`config.mk`:
```
export PLATFORM = sky130hd
export DESIGN_NAME = adder_tree_sched
export DESIGN_NICKNAME = d
export VERILOG_FILES = /design/src/rtl/adder_tree_sched.sv
export SDC_FILE = /design/constraint.sdc
export NUM_CORES = 1
export LEC_CHECK = 0
export ABC_AREA = 1
export CAP_MARGIN = 0
export CORE_ASPECT_RATIO = 0.5
export CORE_MARGIN = 2
export CORE_UTILIZATION = 43
export CTS_BUF_LIST = sky130_fd_sc_hd__clkbuf_4
export DETAILED_ROUTE_END_ITERATION = 10
export PLACE_DENSITY = 0.8
export SETUP_SLACK_MARGIN = 0.5
export SYNTH_ARGS = -nofsm -noshare
export SYNTH_HDL_FRONTEND = slang
export SYNTH_SLANG_ARGS = --single-unit
export TNS_END_PERCENT = 30
```
`constraint.sdc`:
```
create_clock -name clk -period 2.7 [get_ports clk]
set_input_delay 0.27 -clock clk [delete_from_list [all_inputs] [get_ports clk]]
set_output_delay 0.27 -clock clk [all_outputs]
set_load 0.01 [all_outputs]
```
`src/rtl/adder_tree_sched.sv`:
```
// adder_tree_sched: round-robin scheduler sharing a 2-stage 2a+b+2c+d adder tree among four requesters.
module adder_tree (
    input  logic       clk,
    input  logic       clr,
    input  logic [3:0] i_a,
    input  logic [3:0] i_b,
    input  logic [3:0] i_c,
    input  logic [3:0] i_d,
    output logic [7:0] o_result
);
    logic [5:0] r_ab;
    logic [5:0] r_cd;
    logic [7:0] r_res;
    always_ff @(posedge clk or posedge clr) begin
        if (clr) begin
            r_ab  <= '0;
            r_cd  <= '0;
            r_res <= '0;
        end else begin
            r_ab  <= {1'b0, i_a, 1'b0} + {2'b0, i_b};
            r_cd  <= {1'b0, i_c, 1'b0} + {2'b0, i_d};
            r_res <= {2'b0, r_ab} + {2'b0, r_cd};
        end
    end
    assign o_result = r_res;
endmodule

module adder_tree_sched #(
    parameter int CNT_W = 16
) (
    input  logic             clk,
    input  logic             clr,
    input  logic             i_en,
    input  logic [3:0]       i_req,
    input  logic [63:0]      i_data,
    output logic [3:0]       o_gnt,
    output logic             o_rsp_valid,
    output logic [1:0]       o_rsp_id,
    output logic [7:0]       o_rsp_data,
    output logic             o_busy,
    output logic [CNT_W-1:0] o_issue_cnt
);
    logic [1:0]       r_ptr;
    logic             r_v1;
    logic             r_v2;
    logic [1:0]       r_id1;
    logic [1:0]       r_id2;
    logic [CNT_W-1:0] r_cnt;
    logic [3:0]       w_req;
    logic [3:0]       w_gnt;
    logic [1:0]       w_id;
    logic [1:0]       w_idx;
    logic             w_hs;
    logic [15:0]      w_op;

    assign w_req = i_req & {4{i_en & ~clr}};

    // Walk the search order backwards so the nearest requester to r_ptr wins.
    always_comb begin
        w_gnt = '0;
        w_id  = '0;
        w_idx = r_ptr;
        for (int j = 3; j >= 0; j--) begin
            w_idx = r_ptr + 2'(j);
            if (w_req[w_idx]) begin
                w_gnt = 4'b0001 << w_idx;
                w_id  = w_idx;
            end
        end
    end

    assign w_hs = |w_gnt;
    assign w_op = w_hs ? i_data[{w_id, 4'b0000} +: 16] : '0;

    always_ff @(posedge clk or posedge clr) begin
        if (clr) begin
            r_ptr <= '0;
            r_v1  <= 1'b0;
            r_v2  <= 1'b0;
            r_id1 <= '0;
            r_id2 <= '0;
            r_cnt <= '0;
        end else begin
            r_v1 <= w_hs;
            r_v2 <= r_v1;
            if (w_hs) begin
                r_ptr <= w_id + 2'd1;
                r_id1 <= w_id;
                r_cnt <= r_cnt + CNT_W'(1);
            end
            if (r_v1)
                r_id2 <= r_id1;
        end
    end

    adder_tree u_tree (
        .clk      (clk),
        .clr      (clr),
        .i_a      (w_op[15:12]),
        .i_b      (w_op[11:8]),
        .i_c      (w_op[7:4]),
        .i_d      (w_op[3:0]),
        .o_result (o_rsp_data)
    );

    assign o_gnt       = w_gnt;
    assign o_rsp_valid = r_v2;
    assign o_rsp_id    = r_id2;
    assign o_busy      = r_v1 | r_v2;
    assign o_issue_cnt = r_cnt;
endmodule

```
==> results of run 1 <==
registers in the layout (all words and copies together) (netlist names):
signal and count:
o_issue_cnt 16, u_tree.o_result 7, u_tree.r_ab 6, u_tree.r_cd 6
o_rsp_id 2, r_id1 2, r_ptr 2, o_rsp_valid 1
r_v1 1
synth_stat cells:
cell / instances / area share
sky130_fd_sc_hd__fa_1: 3 / 0.017
sky130_fd_sc_hd__nand3b_1: 3 / 0.0066
sky130_fd_sc_hd__o21ai_0: 12 / 0.017
sky130_fd_sc_hd__a31oi_1: 2 / 0.0036
sky130_fd_sc_hd__ha_1: 21 / 0.077
sky130_fd_sc_hd__inv_1: 78 / 0.085
sky130_fd_sc_hd__or2_0: 1 / 0.0018
sky130_fd_sc_hd__o21ai_2: 1 / 0.0026
sky130_fd_sc_hd__nand2_2: 12 / 0.022
sky130_fd_sc_hd__inv_2: 9 / 0.0098
sky130_fd_sc_hd__buf_4: 5 / 0.011
sky130_fd_sc_hd__nand4_1: 3 / 0.0055
sky130_fd_sc_hd__a21oi_2: 2 / 0.0051
sky130_fd_sc_hd__o211ai_1: 14 / 0.031
sky130_fd_sc_hd__conb_1: 1 / 0.0011
sky130_fd_sc_hd__nand2_4: 4 / 0.013
sky130_fd_sc_hd__a21oi_1: 28 / 0.041
sky130_fd_sc_hd__o21ai_1: 16 / 0.023
sky130_fd_sc_hd__nand2_1: 114 / 0.12
sky130_fd_sc_hd__xnor2_1: 5 / 0.013
sky130_fd_sc_hd__buf_8: 1 / 0.0044
sky130_fd_sc_hd__nand3b_2: 1 / 0.0033
sky130_fd_sc_hd__xor2_1: 9 / 0.023
sky130_fd_sc_hd__nand3_1: 38 / 0.055
sky130_fd_sc_hd__nor3_2: 1 / 0.0029
sky130_fd_sc_hd__nor4_1: 1 / 0.0018
sky130_fd_sc_hd__nor2_1: 14 / 0.015
sky130_fd_sc_hd__or2_1: 3 / 0.0055
sky130_fd_sc_hd__nor2_2: 1 / 0.0018
sky130_fd_sc_hd__nor3_1: 5 / 0.0073
sky130_fd_sc_hd__or2_2: 1 / 0.0018
sky130_fd_sc_hd__buf_2: 5 / 0.0073
sky130_fd_sc_hd__nor2_4: 2 / 0.0066
sky130_fd_sc_hd__nand3_2: 7 / 0.020
sky130_fd_sc_hd__a211oi_1: 1 / 0.0022
sky130_fd_sc_hd__buf_6: 4 / 0.013
sky130_fd_sc_hd__dfrtp_1: 43 / 0.31
sky130_fd_sc_hd__o21bai_1: 1 / 0.0022
sky130_fd_sc_hd__clkbuf_2: 1 / 0.0015
worst register-to-register path, stage by stage (launching register included):
cell and delay [ns]:
sky130_fd_sc_hd__dfrtp_2 0.51, sky130_fd_sc_hd__inv_8 0.05, sky130_fd_sc_hd__ha_4 0.33, sky130_fd_sc_hd__nand3_4 0.11, sky130_fd_sc_hd__buf_4 0.14, sky130_fd_sc_hd__nand3_1 0.09
sky130_fd_sc_hd__nand2_1 0.05, sky130_fd_sc_hd__inv_1 0.05, sky130_fd_sc_hd__nand3_1 0.08, sky130_fd_sc_hd__nand2_2 0.10, sky130_fd_sc_hd__nand2_4 0.07, sky130_fd_sc_hd__nor2_4 0.15
sky130_fd_sc_hd__buf_12 0.13, sky130_fd_sc_hd__a21oi_1 0.06, sky130_fd_sc_hd__ha_2 0.23, sky130_fd_sc_hd__fa_2 0.37, sky130_fd_sc_hd__a21oi_2 0.17, sky130_fd_sc_hd__nor2_2 0.06
metrics by stage:
step | utilization | setup slack (ns) | hold slack [ns]
floorplan | - | -0.0640 | 0.126
detailed placement | 0.638 | -0.439 | 0.451
global route | 0.708 | -0.346 | 0.496
global placement | 0.638 | -0.417 | 0.444
CTS | 0.687 | -0.0345 | 0.481
finish | 0.708 | -0.154 | 0.472
layer usage:
| metal | up-vias | wire length [um] |
|---|---|---|
| met5 | - | 0 |
| met4 | 0 | 174 |
| met3 | 18 | 419 |
| met2 | 86 | 5110 |
| met1 | 1703 | 4390 |
| li1 | 1817 | - |
area by class of cell:
type	instances	area, sq um	share of cell area
tap	108	135	0.0253
sequential	43	1080	0.202
multi-input combinational	327	2100	0.394
inverter	87	349	0.0654
timing repair buffer	160	1620	0.304
clock buffer	5	37.5	0.00703
clock inverter	3	15.0	0.00281
timing repair:
item / CTS / global route
resized for setup: 56 / 22
pin swaps: 31 / 17
buffers inserted: 15 / 5
setup endpoints to repair: 35 / 36
cloned: 2 / 2
final timing paths:
check | from | endpoint | slack, ns | cells past startpoint
worst min-delay path | clr | r_ptr[1] | 0.47 | 3
worst max register to register | r_ptr[0] | u_tree.r_cd[5] | -0.15 | 17
max in group asynchronous | clr | u_tree.o_result[0] | 1.84 | 3
min in group clk | u_tree.r_ab[0] | u_tree.o_result[0] | 0.48 | 1
worst min register to register | u_tree.r_ab[0] | u_tree.o_result[0] | 0.48 | 1
worst max-delay path | r_ptr[0] | u_tree.r_cd[5] | -0.15 | 17
cell families after synthesis:
family / Yosys count
xor+xnor: 14
buf+inv: 103
compound gates: 77
fa+ha+maj: 24
flops: 43
simple gates: 211
other cells: 1
==> results.cfg, run 1 <==
[place]
dp.cells = 701
hpwl_um = 6910
place_congestion = 0.877
dpl_cell_area_sq_um = 4810
numPortBuffers = 101

[global_routing]
met1_routing_resource_usage_after_global_routing = 0.276
first_global_vias = 3323
grt_antenna_before_repair = 0
gr-usage-all-layers = 0.217
globalRouteMet3Util = 0.0269
grt_remaining_overflow = 0
grt_start_max_net_pins = 44
first_pass_grt_wire_length_um = 14900
globalRouteMet2Util = 0.389
grt.busiest_layer = met2

[critical_path]
critical_path_peak_fanout = 7
crit_path_frequent_cell = sky130_fd_sc_hd__nand3_1
worstSetupEndpointType = flip-flop
critical_path_class = reg -> reg
crit_path_start_kind = flip-flop
critPathArrivalTime_ns = 3.12
critPathRequiredTime_ns = 2.97
critical_path.slowest_cell = sky130_fd_sc_hd__dfrtp_2
kind_of_cell_adding_the_most_delay_to_the_critical_path = adder cells
worstPathCellList = inv_8, ha_4, nand3_4, buf_4, nand3_1, nand2_1, inv_1, nand3_1, nand2_2, nand2_4, nor2_4, buf_12, a21oi_1, ha_2, fa_2, a21oi_2, nor2_2
path_buf_inv = 4
cpPeakStageDelay_ns = 0.51

[route]
detailedRoute.firstPassIterationCount = 5
initialDrtViolationCount = 220
drc = 0
vias = 3624
drt-total-wl_um = 10100
detail_route.vias_per_cell = 4.94
ant_nets = 0
detail_route.wl_per_cell_um = 13.8

[timing]
final-setup-viol-count = 8
slew_headroom = 0.620
finalClockSkew_ns = 0.0144
finalHoldViolations = 0
drv_slew = 0
final.period_utilization = 1.06
rsz0062_at_grt = true
timing_worst_slew_pin_value_ns = 0.565
setup_total_negative_slack_ns = -0.920
max_freq_ghz = 0.350
post-route-min-period_ns = 2.85
postLayoutSetupSlackWorst_ns = -0.154

[clocking]
htree_num_levels = 2
cts_buffers = 5
number_of_hold_buffers_added_after_cts = 0
cts.path.max_buffers = 2
cts_root_buffer = sky130_fd_sc_hd__clkbuf_4
path_clk_slew_ns = 0.13
cts_tree = done
worst_skew_pair.late_latency_ns = 0.37
clock_sink_count = 43

[layout]
antenna-diode-count = 0
post_route_cells_drive_above_1_share = 0.248
finish.net_count = 719
layout.cells.most_common = sky130_fd_sc_hd__nand2_1
area.growth.synth_to_final_pct = 55.6
instances_no_fill = 733
final_cell_mix = sky130_fd_sc_hd__nand2_1 (103), sky130_fd_sc_hd__clkdlybuf4s50_1 (97), sky130_fd_sc_hd__inv_1 (73)
fin_area_sq_um = 5340
nFillCells = 570

[logic_synthesis]
yosys.area_share.xor_xnor = 0.0357
synth_compound_area_frac = 0.128
synth_cell_types = 39
syn-cell-area_sq_um = 3430
post_synth_adder_cell_area = 0.0940
synth_mux_area_frac = 0
synthesis.area_per_instance_sq_um = 7.26
synth_top_family_by_area = simple AND/OR/NAND/NOR gates
yosys_warnings = 0
synth_seq_area_share = 0.313
synth.net_count = 568
synth-seq-cells = 43
netlist_instances = 473
synth_simple_gate_area_frac = 0.296

[floorplanning]
vertical_extent_of_the_die_um = 67.2
die_area_sq_um = 8760
core-area_sq_um = 7540
chipWidth_um = 130
floorplan.initialDensity = 0.455
design.portCount = 103
std_cell_rows = 22

[run_status]
outcome = complete, but fails checks
violations = negative setup slack

[flow_run]
max_cap_check_violation_count = 0

[hold_path]
hold_path_class = in -> async
Power of run 1 is not shown: default switching activity piles up to over one toggle a cycle in this logic, so the estimate is an artifact.
==> inputs of run 2 (changes only) <==
Settings changed: SETUP_SLACK_MARGIN 0.5 to 0.3.
==> results.cfg, run 2 (synthesized netlist as in run 1, its figures left out) <==
[timing]
timing_worst_slew_pin_value_ns = 0.536
max_freq_ghz = 0.350
rsz0062_at_grt = true
final.period_utilization = 1.06
postLayoutSetupSlackWorst_ns = -0.160
slew_headroom = 0.643
post-route-min-period_ns = 2.86
finalHoldViolations = 0
final-setup-viol-count = 8
drv_slew = 0
finalClockSkew_ns = 0.0129

[critical_path]
ff2ff_path_depth = 19
critPathRequiredTime_ns = 2.96
destination_of_the_worst_register_to_register_timing_path = u_tree.r_ab[4]
critPathArrivalTime_ns = 3.12
cpPeakStageDelay_ns = 0.49
critical_path_peak_fanout = 16
crit_path_start_kind = input port
worst_setup_path_startpoint = clr
critical_path.slowest_cell = sky130_fd_sc_hd__clkdlybuf4s50_1
worst_reg2reg_startpoint = r_ptr[0]
critical_path.endpoint = u_tree.r_ab[4]
critical_path_class = in -> reg
r2r_setup_slack_ns = -0.11
crit_path_frequent_cell = sky130_fd_sc_hd__nand2_2
worstPathCellList = clkdlybuf4s50_1, inv_4, nand3_1, nand2_2, nand3_2, nand2_4, inv_2, nand2_2, nand2_2, nand2_4, nand2_8, buf_12, o211ai_1, a21oi_1, ha_1, nand2_2, nand2_1, a31oi_2, inv_1, nand2_1, nand2_1
worstSetupEndpointType = flip-flop

[route]
detail_route.wl_per_cell_um = 13.7
detail_route.vias_per_cell = 5.04
detailedRoute.firstPassIterationCount = 5
ant_nets = 0
drc = 0
drt-total-wl_um = 10100
vias = 3708
initialDrtViolationCount = 307

[clocking]
clock_sink_count = 43
cts_root_buffer = sky130_fd_sc_hd__clkbuf_4
worst_skew_pair.late_latency_ns = 0.36
number_of_hold_buffers_added_after_cts = 0
path_clk_slew_ns = 0.13
cts_buffers = 5
cts_tree = done
cts.path.max_buffers = 2
htree_num_levels = 2

[layout]
post_route_cells_drive_above_1_share = 0.299
layout.cells.most_common = sky130_fd_sc_hd__clkdlybuf4s50_1
antenna-diode-count = 0
area.growth.synth_to_final_pct = 61.1
largest_register_ff_count = 16
instances_no_fill = 736
finish.net_count = 722
final_cell_mix = sky130_fd_sc_hd__clkdlybuf4s50_1 (96), sky130_fd_sc_hd__nand2_1 (91), sky130_fd_sc_hd__inv_1 (72)

[flow_run]
max_cap_check_violation_count = 0

[hold_path]
hold_path_class = reg -> reg
holdPathStages = 0
launch_point_of_the_worst_hold_path = r_v1

[run_status]
outcome = complete, but fails checks
violations = negative setup slack

[global_routing]
grt_remaining_overflow = 0
first_pass_grt_wire_length_um = 15700
gr-usage-all-layers = 0.226
grt_start_max_net_pins = 44
first_global_vias = 3525
grt_antenna_before_repair = 0

[place]
place_congestion = 0.869
hpwl_um = 6470
numPortBuffers = 101
dp.cells = 704

[floorplanning]
die_area_sq_um = 8760
design.portCount = 103
floorplan.initialDensity = 0.455
core-area_sq_um = 7540
chipWidth_um = 130
vertical_extent_of_the_die_um = 67.2
std_cell_rows = 22
-- run 2: cell types whose count changed in the layout (fill, tap and decap cells not counted), sizes merged --
cell	previous run	this run
buf	61	59
bufinv	0	1
clkbuf	7	8
clkdlybuf4s50	97	96
clkinv	3	1
clkinvlp	0	3
dlygate4sd2	0	1
inv	87	88
nor2	17	18
-- run 2: how the worst min path moves through the flow --
stage	to	slack, ns
floorplan	o_issue_cnt[0]	0.17
global placement	o_rsp_valid	0.44
detailed placement	o_rsp_valid	0.44
CTS	o_rsp_valid	0.47
global route	u_tree.o_result[0]	0.51
finish	o_rsp_valid	0.47
-- run 2: cell type report --
type,instances,area (sq um)
Clock buffer,5,37.5
Timing Repair Buffer,159,1590
Clock inverter,3,47.5
Inverter,87,349
Tap cell,108,135
Sequential cell,43,1080
Timing Repair inverter,3,22.5
Fill cell,553,2010
Multi-Input combinational cell,328,2270
-- run 2: critical path, delay by kind of cell --
kind / cells / cell delay, ns
fa+ha+maj: 1 / 0.37
compound gates: 3 / 0.47
buf+inv: 5 / 0.89
simple gates: 12 / 1.12
-- run 2: routing by layer --
metal | vias up | track usage | share of wire
met3 | 28 | 0.0444 | 0.070
li1 | 1810 | - | -
met4 | 0 | 0.0705 | 0.032
met1 | 1710 | 0.281 | 0.43
met2 | 160 | 0.406 | 0.47
met5 | - | 0 | 0
-- run 2: stage by stage --
stage / TNS, ns / setup WS, ns / util / hold WS, ns / instance area (sq um)
after global routing: -1.57 / -0.229 / 0.733 / 0.509 / 5530
after floorplan: -0.221 / -0.0654 / - / 0.175 / 3490
after CTS: -0.0217 / -0.0179 / 0.692 / 0.473 / 5220
final: -0.724 / -0.160 / 0.733 / 0.468 / 5530
after global placement: -2.68 / -0.369 / 0.636 / 0.439 / 4800
after detailed placement: -3.74 / -0.459 / 0.636 / 0.443 / 4800
-- run 2: timing repair --
item | CTS | global route
resized for setup | 69 | 58
pin swaps | 31 | 29
cloned | 5 | 2
hold endpoints to repair | 0 | 0
endpoints found under the setup margin | 34 | 34
buffers inserted | 10 | 7
Power of run 2 is left out for the same reason.
